[config.mk]
export PLATFORM = sky130hd
export DESIGN_NAME = mips_reg_file
export DESIGN_NICKNAME = d
export VERILOG_FILES = /design/src/rtl/mips_pkg.sv /design/src/rtl/mips_reg_file_rd_port.sv /design/src/rtl/mips_reg_file.sv
export SDC_FILE = /design/constraint.sdc
export NUM_CORES = 2
export LEC_CHECK = 0
export CAP_MARGIN = 20
export CORE_MARGIN = 1
export CORE_UTILIZATION = 35
export CTS_CLUSTER_SIZE = 40
export DETAILED_ROUTE_END_ITERATION = 16
export GPL_TIMING_DRIVEN = 0
export HOLD_SLACK_MARGIN = 0.15
export PLACE_DENSITY = 0.59
export SYNTH_ARGS = -nofsm -noshare
export SYNTH_HDL_FRONTEND = slang
export SYNTH_SLANG_ARGS = --single-unit
[constraint.sdc]
create_clock -name clk -period 6.6 [get_ports clk]
set_input_delay 1.32 -clock clk [delete_from_list [all_inputs] [get_ports clk]]
set_output_delay 1.32 -clock clk [all_outputs]
set_load 0.01 [all_outputs]
[src/rtl/mips_pkg.sv]
// Shared MIPS datapath types and widths, reused by decode, register file and write-back.
package mips_pkg;

    localparam int REG_ADDR_W = 5;
    localparam int WORD_W     = 32;

    typedef logic [REG_ADDR_W-1:0] reg_addr_t;
    typedef logic [WORD_W-1:0]     word_t;

    localparam reg_addr_t ZERO_REG = 5'd0;

endpackage

[src/rtl/mips_reg_file_rd_port.sv]
// One combinational read port of the MIPS register file: array mux, $zero masking, and
// optional same-cycle write forwarding when MIPS_REG_FILE_WRITE_BYPASS_EN is defined.
module mips_reg_file_rd_port
    import mips_pkg::*;
#(
    parameter int DATA_W = WORD_W,
    parameter int ADDR_W = REG_ADDR_W
) (
    input  logic [(2**ADDR_W)-1:0][DATA_W-1:0] regs_i,
    input  logic [ADDR_W-1:0]                  r_addr_i,
    input  logic                               reset_i,
    input  logic                               write_en_i,
    input  logic [ADDR_W-1:0]                  w_addr_i,
    input  logic [DATA_W-1:0]                  w_data_i,
    output logic [DATA_W-1:0]                  r_data_o
);

    logic rd_zero;
    assign rd_zero = (r_addr_i == ADDR_W'(ZERO_REG));

`ifdef MIPS_REG_FILE_WRITE_BYPASS_EN
    logic fwd_hit;
    // $zero is excluded by requiring a non-zero read address, which also blocks forwarding of r0 writes.
    assign fwd_hit = write_en_i && !reset_i && !rd_zero && (r_addr_i == w_addr_i);

    always_comb begin
        r_data_o = regs_i[r_addr_i];
        if (rd_zero) begin
            r_data_o = '0;
        end else if (fwd_hit) begin
            r_data_o = w_data_i;
        end
    end
`else
    logic unused_wr_port;
    assign unused_wr_port = ^{reset_i, write_en_i, w_addr_i, w_data_i};

    always_comb begin
        r_data_o = regs_i[r_addr_i];
        if (rd_zero) begin
            r_data_o = '0;
        end
    end
`endif

endmodule

[src/rtl/mips_reg_file.sv]
// 32x32 MIPS register file: two combinational read ports, one synchronous write port, r0 hardwired to 0.
// Define MIPS_REG_FILE_WRITE_BYPASS_EN to forward the in-flight write to matching read ports.
module mips_reg_file
    import mips_pkg::*;
#(
    parameter int DATA_W = WORD_W,
    parameter int ADDR_W = REG_ADDR_W
) (
    input  logic              clk,
    input  logic              reset,
    input  logic [ADDR_W-1:0] r_addr1,
    input  logic [ADDR_W-1:0] r_addr2,
    output logic [DATA_W-1:0] r_data1,
    output logic [DATA_W-1:0] r_data2,
    input  logic [ADDR_W-1:0] w_addr,
    input  logic              write_en,
    input  logic [DATA_W-1:0] w_data
);

    localparam int NREG = 2**ADDR_W;

    logic [NREG-1:0][DATA_W-1:0] regs_q;
    logic                        wr_en_d;

    // Entry 0 is never written; the read ports mask it, so its storage only ever holds reset state.
    assign wr_en_d = write_en && (w_addr != ADDR_W'(ZERO_REG));

    always_ff @(posedge clk) begin
        if (reset) begin
            regs_q <= '0;
        end else if (wr_en_d) begin
            regs_q[w_addr] <= w_data;
        end
    end

    logic [1:0][ADDR_W-1:0] rd_addr;
    logic [1:0][DATA_W-1:0] rd_data;

    assign rd_addr = {r_addr2, r_addr1};
    assign r_data1 = rd_data[0];
    assign r_data2 = rd_data[1];

    for (genvar gi = 0; gi < 2; gi++) begin : g_rd_port
        mips_reg_file_rd_port #(
            .DATA_W (DATA_W),
            .ADDR_W (ADDR_W)
        ) u_rd_port (
            .regs_i     (regs_q),
            .r_addr_i   (rd_addr[gi]),
            .reset_i    (reset),
            .write_en_i (write_en),
            .w_addr_i   (w_addr),
            .w_data_i   (w_data),
            .r_data_o   (rd_data[gi])
        );
    end

endmodule

==> results.yml <==
floorplanning:
  die_y_um: 386.4
  fp.coreArea_mm2: 0.1461
  dieArea_mm2: 0.1493
  boundaryPins: 114
  rows: 140
  dieWidth_um: 386.4
  start_util_pct: 35.41
clock_network:
  clk_latency_ns: 0.74
  cts-root-buf: "clkbuf_16"
  cts_made_buffers: 109
  cts_sinks: 1024
  htree_levels: 3
  post_cts_buffers: 0
  cts.path.max_buffers: 3
  cts.clk_slew.worst_paths_ns: 0.06
  cts_hold_repair.buffers: 0
  cts_tree: "built"
synthesis:
  syn_avg_cell_area_um2: 8.869
  async_reset_ff_share_pct: 0
  syn_area_mm2: 0.05172
  synth_cell_type_count: 39
  ys_ff_latch: 1024
  synth-edff-count: 0
  syn_nets: 5882
  synthFlopType: "dfxtp_1"
  seq_area_frac_synth_pct: 39.63
  synth_warnings: 0
  syn_inst: 5832
finish:
  nNetsFinal: 6111
  final_cell_mix: "nand2_1, dfxtp_1, a21oi_1"
  layout-drive-gt1-share_pct: 14.60
  utilization_pct: 40.74
  top_regs: "regs_q x1024"
  top_register: "regs_q"
  syn2layout_area_growth_pct: 15.07
  layout_commonest_cell: "nand2_1"
  largest_reg_flops: 1024
worst_setup_path:
  startpoint_type: "primary input"
  cp.required_ns: 5.28
  ff2ff_setup_slack_ns: 5.80
  crit_arrival_ns: 5.58
  path_cells: "buf_4 -> inv_1 -> buf_2 -> buf_2 -> clkbuf_1 -> o2111ai_1 -> a31oi_1 -> clkdlybuf4s50_1"
  slowest_delay_ns: 0.79
  critPathKind: "primary input to primary output"
  crit-reg2reg-launch: "regs_q[587]"
  crit_path_end_kind: "primary output"
  path_common_cell: "buf_2"
  cpMaxStageDelayCell: "clkbuf_1"
  rr_worst_depth: 2
  crit_fanout: 10
  r2r_end: "regs_q[587]"
status:
  violations: "setup timing"
  status: "finished with violations"
global_routing:
  track_usage_pct: 33.21
  grt_pass1_vias: 46905
  antenna_found_initial: 19
  gr-total-overflow: 0
  grt_first_pass_wirelength_mm: 350.9
  grt_max_degree: 15
placed_design:
  gp_congestion: 1.066
  dpl.hpwl_mm: 192.7
  portBuffers: 104
timing:
  setup_viol: 20
  skew_ns: 0
  slew_viol_final: 0
  hold_viol_final: 0
  tightest_slew_ns: 1.298
  min_period_ns: 6.898
  rsz0062_at_grt: "no"
  clock.fmax_mhz: 145.0
  maxSlewHeadroom_pct: 12.78
  holdWs_ns: 0.4671
  period_share_pct: 104.5
  setup_ws_ns: -0.2977
drt:
  avgRoutedWirePerCell_um: 31.73
  routed_wl_mm: 256.3
  routed_via_density: 6.150
  firstDrtPassIters: 8
  via_count: 49670
  drt_iter0_markers: 7456
  postRouteAntennaNets: 0
  drc: 0
run:
  cap_violations: 0
min_path:
  hold_class: "flop to flop"
  min_to: "regs_q[234]"
  hold_path_depth: 2
  min_from: "regs_q[234]"
power_and_ir_drop:
  total_leakage_power_uw: 0.01910
  finalPower_uw: 14800
  ir_worst_vdd_mv: 0.1952
  p_per_area_mw_per_mm2: 248.6
[per-stage QoR]
stage	setup TNS [ns]	cells	instance area, µm²	setup WS (ns)
floorplan	0	5832	51720	2.498
global placement	-12.82	7853	55160	-0.7132
detailed placement	-10.23	7866	55360	-0.7274
CTS	0	8067	59400	0.02363
global route	0	8069	59500	0.009754
finish	-1.769	8077	59520	-0.2977
[per-layer routing]
metal	up-vias	GRT usage [%]	part of all wire, %	wire [µm]
met5	-	0	0.062	159
met4	14	23.78	8.6	21970
met3	950	12.33	15	38000
met2	3798	47.71	41	105100
met1	24009	40.79	36	91070
li1	20899	-	-	-
[how the worst max path moves through the flow]
| stage | start | cells after the start | to |
|---|---|---|---|
| global route | r_addr1[3] | 7 | r_data1[30] |
| finish | r_addr1[1] | 8 | r_data1[25] |
| global placement | r_addr2[3] | 8 | r_data2[2] |
| floorplan | r_addr2[1] | 7 | r_data2[13] |
| CTS | r_addr2[3] | 8 | r_data2[29] |
| detailed placement | r_addr2[3] | 8 | r_data2[29] |
[worst max-delay path, delay by kind of cell]
family | cells | cell delay, ns
buf+inv | 6 | 3.01
compound gates | 2 | 1.22
[synth_stat cells (43+ instances only)]
library cell / number / area [µm²]
a21oi_1: 992 / 4965
a221oi_1: 43 / 376.6
a22oi_1: 64 / 480.5
buf_1: 90 / 337.8
buf_2: 122 / 610.6
buf_4: 47 / 352.8
clkbuf_1: 341 / 1280
dfxtp_1: 1024 / 20500
mux2i_1: 192 / 1922
mux4_2: 448 / 10090
nand2_1: 2058 / 7725
nor2b_1: 71 / 444.2
o21ai_0: 56 / 280.3
[power breakdown]
group / switching, µW / internal, µW / leakage, µW
registers: 41.3 / 6220 / 0.00825
logic: 1160 / 436 / 0.00892
clock network: 2810 / 4130 / 0.00193
total: 4010 / 10800 / 0.0191
[cell type report]
type                            instances  area (µm²)
Antenna cell                            8       20.02
Buffer                                621        2895
Clock buffer                          153        3186
Clock inverter                         49       775.7
Fill cell                           14714       86570
Inverter                                2       7.507
Multi-Input combinational cell       4184       28480
Sequential cell                      1024       20500
Tap cell                             1917        2399
Timing Repair Buffer                  119        1255
[cells by family after synthesis]
| family | count (synthesis) | share of synthesized area [%] |
|---|---|---|
| simple gates | 2189 | 16.51 |
| compound gates | 1323 | 14.35 |
| flops | 1024 | 39.63 |
| mux | 672 | 23.92 |
| buf+inv | 624 | 5.585 |
[what timing repair did]
| item | CTS | global route |
|---|---|---|
| setup endpoints to repair | 33 | 12 |
| gates cloned | 0 | 0 |
| resized for setup | 18 | 15 |
No activity file was read; power rests on OpenSTA's default activity.
